<file path="config.mk">
export PLATFORM = sky130hd
export DESIGN_NAME = spread
export DESIGN_NICKNAME = d
export VERILOG_FILES = /design/src/rtl/spread_pkg.sv /design/src/rtl/spread.sv
export SDC_FILE = /design/constraint.sdc
export NUM_CORES = 1
export LEC_CHECK = 0
export BUFFER_PORTS_ARGS = -buffer_cell sky130_fd_sc_hd__buf_2
export CAP_MARGIN = 0
export CORE_MARGIN = 3
export CORE_UTILIZATION = 40
export CTS_BUF_LIST = sky130_fd_sc_hd__clkbuf_2
export CTS_CLUSTER_DIAMETER = 100
export DETAILED_ROUTE_END_ITERATION = 6
export HOLD_SLACK_MARGIN = 0.1
export MAX_ROUTING_LAYER = met4
export PLACE_DENSITY_LB_ADDON = 0.1
export SYNTH_ARGS = -nofsm -noshare
export SYNTH_HDL_FRONTEND = slang
export SYNTH_SLANG_ARGS = --single-unit
</file>
<file path="constraint.sdc">
create_clock -name clk -period 1.43 [get_ports clk]
set_input_delay 0.429 -clock clk [delete_from_list [all_inputs] [get_ports clk]]
set_output_delay 0.429 -clock clk [all_outputs]
set_load 0.005 [all_outputs]
</file>
<file path="src/rtl/spread_pkg.sv">
// Shared widths and price type for the matching pipeline blocks.
package spread_pkg;

    localparam int DEF_PRICE_W = 8;
    localparam int DEF_CNT_W   = 16;

    typedef logic [DEF_PRICE_W-1:0] price_t;

endpackage

</file>
<file path="src/rtl/spread.sv">
// Registered bid/ask spread calculator: latches buy-sell on qualified matches.
module spread
    import spread_pkg::*;
#(
    parameter int PRICE_W = DEF_PRICE_W,
    parameter int CNT_W   = DEF_CNT_W
) (
    input  logic               clk,
    input  logic               reset,
    input  logic [PRICE_W-1:0] buy_price,
    input  logic [PRICE_W-1:0] sell_price,
    input  logic               match_siganl,
    input  logic               enable_count,
    input  logic               halt_signal,
    output logic [PRICE_W-1:0] spread_now,
    output logic               spread_neg,
    output logic               spread_valid,
    output logic [CNT_W-1:0]   update_count
);

    logic               upd;
    logic [PRICE_W:0]   diff;

    logic [PRICE_W-1:0] spread_d, spread_q;
    logic               neg_d, neg_q;
    logic               valid_d, valid_q;
    logic [CNT_W-1:0]   count_d, count_q;

    // The extra top bit of the difference is the borrow, i.e. buy < sell.
    always_comb begin
        upd  = enable_count & match_siganl & ~halt_signal;
        diff = {1'b0, buy_price} - {1'b0, sell_price};

        spread_d = spread_q;
        neg_d    = neg_q;
        valid_d  = 1'b0;
        count_d  = count_q;

        if (upd) begin
            spread_d = diff[PRICE_W-1:0];
            neg_d    = diff[PRICE_W];
            valid_d  = 1'b1;
            count_d  = count_q + 1'b1;
        end
    end

    always_ff @(posedge clk or negedge reset) begin
        if (!reset) begin
            spread_q <= '0;
            neg_q    <= 1'b0;
            valid_q  <= 1'b0;
            count_q  <= '0;
        end else begin
            spread_q <= spread_d;
            neg_q    <= neg_d;
            valid_q  <= valid_d;
            count_q  <= count_d;
        end
    end

    assign spread_now   = spread_q;
    assign spread_neg   = neg_q;
    assign spread_valid = valid_q;
    assign update_count = count_q;

endmodule

</file>
-- Yosys cells after proc, flatten, opt, wreduce, memory -nomap -nowiden
Cells that the tools add are included.
- register bits: 26
- word-level logic and storage cells: 10
- mux-type cells: 1
- add/subtract/negate cells: 2
- bitwise logic cells: 3
- operator list (cell ; number):
    $add A16 B1 Y16 const B ; 1
    $sub A8 B8 Y9 ; 1
    $and A1 B1 Y1 ; 2
    $mux W1 ; 1
    $not A1 Y1 ; 1

-- Logic depth before layout (Yosys ltp)
- word-level depth: 3
- mapped depth: 7

-- Worst setup path before layout
OpenSTA, ideal clock, no wires.
- path type: in2reg
- from: input buy_price[0]
- to: register spread_q[6] (netlist: spread_now[6])
- arrival: 1.647 ns
- library setup time: 0.122 ns
- cell stages on the path: 7
- slack: -0.338 ns
- cell sequence: inv_1 > ha_1 > fa_1 > nor2b_1 > o31a_1 > mux2i_1 > nand2_1
- cells in the longest elaborated chain, start to end: 1
- ends and longest elaborated chain (item ; RTL line ; source):
    from (decl) ; spread.sv:10 ; input logic [PRICE_W-1:0] buy_price,
    $sub A8 B8 Y9 ; spread.sv:32 ; diff = {1'b0, buy_price} - {1'b0, sell_price};
    to (signal assigned) ; spread.sv:54 ; spread_q <= spread_d;
    to (decl) ; spread.sv:24 ; logic [PRICE_W-1:0] spread_d, spread_q;
No other way between the ends.
A chain may end at the register's enable or synchronous reset.

-- Final worst setup path
- from: register count_q[1] (netlist: update_count[1])
- to: register count_q[2] (netlist: update_count[2])
- cells in the longest elaborated chain, start to end: 1
- ends and longest elaborated chain (item ; RTL line ; source):
    from (decl) ; spread.sv:27 ; logic [CNT_W-1:0] count_d, count_q;
    from (signal assigned) ; spread.sv:57 ; count_q <= count_d;
    $add A16 B1 Y16 ; spread.sv:43 ; count_d = count_q + 1'b1;
No other way between the ends.

==> reports/metrics.cfg <==
[timing]
max_slew.worst_pin.slew_ns=0.393
fin_worst_hold_slack_ns=0.355
max_freq_mhz=661
rsz0062_at_grt=yes
slew_headroom_pct=73.8
setup_viol=15
final_max_slew_viol_count=0
finalHoldViolCount=0
setup_ws_ns=-0.0834
finalClockSkew_ns=0.0104
period_share_pct=106
layout_min_cycle_time_ns=1.51

[pwr]
total_power_w=0.00223
ir_drop_uv=378
power_density_nw_per_um2=930
leakagePower_nw=1.26

[synthesis]
synth_compound_area_share_pct=10.5
synth_nets=178
synth_flop_cell=dfrtp_1
synth_top_family_by_area=simple AND/OR/NAND/NOR gates
ys_top_cells_by_area=dfrtp_1, ha_1, xnor2_1
synth_largest_area_cell=dfrtp_1
async_reset_ff_share_pct=100
ys_types=43
synth_seq_cells=26
ys_warn_count=0
syn_area_per_cell_um2=10.3
netlist_area_um2=1520
synth_fa_ha_area_share_pct=8.72
synthXorXnorAreaFrac_pct=9.22
seq_area_frac_synth_pct=42.8
yosysMostFrequentCell=dfrtp_1
synth_mux_area_share_pct=0.658
synth-simple-area-share_pct=24.4
synth-edff-count=0
synth_top_area_share_pct=42.8
synthTopCellsByCount=dfrtp_1, nand2_1, nand3_1, xnor2_1
syn_inst=147

[clocking]
cts_tree=built
clock_sinks=26
cts_buffer_depth=2
clk_latency_ns=0.36
cts_root_buffer=clkbuf_2
path_clk_slew_ns=0.26
cts_buffers=3
htree_levels=1

[worst_setup_path]
cp-start-kind=flop
worst_ep_required_time_ns=1.73
crit_fanout=2
r2r-start=update_count[1]$_DFFE_PN0P_
startpoint=update_count[1]$_DFFE_PN0P_
end_kind=flop
reg2reg_slack_ns=-0.08
arrival_ns=1.81
timing.setup.critical_path_class=reg -> reg

[layout]
final_nets=283
stdcell_count=297
final_area_um2=2400
layout-drive-gt1-share_pct=48.6
n_antenna_cell=0
areaGrowthSynthToFinish_pct=57.9

[global_route]
antenna_found_initial=0
grt_max_degree=27
grt_overflow_total=0
grtUsageTotal_pct=18.3
grt_pass1_wl_um=6220
grt_pass1_vias=1449

[place]
hpwlAfterDp_um=2930
place_area_um2=2080
place_congestion=0.834
portBuffers=46
dp_cells=267

[job]
cap_violations=0

[outcome]
failed_checks=setup timing
outcome=finished, violations left

[die]
dieArea_um2=4580
die_y_um=67.7
die_w_um=67.7
rows=21
coreArea_um2=3490
boundaryPins=47
start_util_pct=43.5

[route]
postRouteAntennaNets=0
drt_pass1_iterations=4
drc=0
avgRoutedWirePerCell_um=13.9
via_per_inst=5.05
drt_iter0_markers=47
routed_wl_um=4120
vias=1499

[hold_path]
hold_path_class=in -> reg
hp-start=sell_price[0]

## layer usage
layer	vias to the layer above	wire [µm]	track usage, %	part of all wire, %
li1	737	-	-	-
met1	725	1720	20.7	42
met2	33	2220	33.3	54
met3	4	138	2.16	3.3
met4	0	40	5.82	0.97
met5	-	0	-	0
## per-stage QoR
stage | util, % | setup TNS [ns] | setup slack, ns
2_1_floorplan | - | -0.718 | -0.194
3_3_place_gp | 59.6 | -2.39 | -0.405
3_5_place_dp | 59.6 | -2.84 | -0.454
4_1_cts | 64.4 | -0.576 | -0.0997
5_1_grt | 68.7 | -2.24 | -0.177
6_report | 68.7 | -0.773 | -0.0834
## layout make-up
class | count | area, µm²
fillers | 295 | 1090
multi-input cells | 108 | 880
repair buffers | 103 | 737
flip-flops and latches | 26 | 651
inverters | 10 | 57.6
well taps | 46 | 57.6
clock buffers | 3 | 15.0
clock inverters | 1 | 3.75
## critical path, cell delays in order, from the launching register on
cell and delay (ns):
dfrtp_1 0.43, buf_4 0.12, ha_2 0.18, nand4b_1 0.18, buf_4 0.19, buf_4 0.12
buf_4 0.12, xnor2_1 0.11
## kinds of logic (layout without fill, tap and decap cells)
| group | Yosys count | after routing |
|---|---|---|
| compound gates | 24 | 24 |
| fa+ha+maj | 10 | 10 |
| xor+xnor | 16 | 16 |
| buf+inv | 13 | 117 |
| mux | 1 | 1 |
| flops | 26 | 26 |
| simple gates | 57 | 57 |
## placed cells by master (no fill, tap or decap), types with 3 or more instances in the layout
cell type	instances
a21oi_1	3
ha_4	3
inv_1	7
buf_4	49
xor2_1	6
nand2_1	11
nor3b_1	5
ha_1	5
o21a_1	3
nor3_1	4
o21ai_1	5
dfrtp_1	26
buf_6	15
nor2_1	5
clkbuf_2	3
nand3_2	3
and3_1	3
o21ai_0	3
xnor2_1	10
nand3_1	8
buf_2	38
## flip-flops by register name, indices dropped and copies added, names as in the netlist
name          flops
spread_neg        1
update_count     16
spread_valid      1
spread_now        8
## worst paths after layout
kind,endpoint,cells after the start
min in group asynchronous,update_count[5]$_DFFE_PN0P_,3
worst min-delay path,spread_now[0]$_DFFE_PN0P_,3
worst max-delay path,update_count[2]$_DFFE_PN0P_,7
max in group asynchronous,update_count[15]$_DFFE_PN0P_,3
worst min register to register,update_count[15]$_DFFE_PN0P_,1
worst max register to register,update_count[2]$_DFFE_PN0P_,7
## report_power, final
part	internal, W	leakage (nW)	switching (W)
Sequential	0.000851	0.340	0.0000801
Clock	0.0000608	0.0140	0.000231
Combinational	0.000623	0.908	0.000387
## what timing repair did
item                                    in CTS  in global routing
cloned                                       0                  0
endpoints found under the setup margin      14                 28
buffers inserted                            10                 16
endpoints found under the hold margin       26                  0
pin swaps                                    9                  9
resized for setup                           15                  6
hold buffers                                 1                  0
Power figures use the tool's default switching activity.
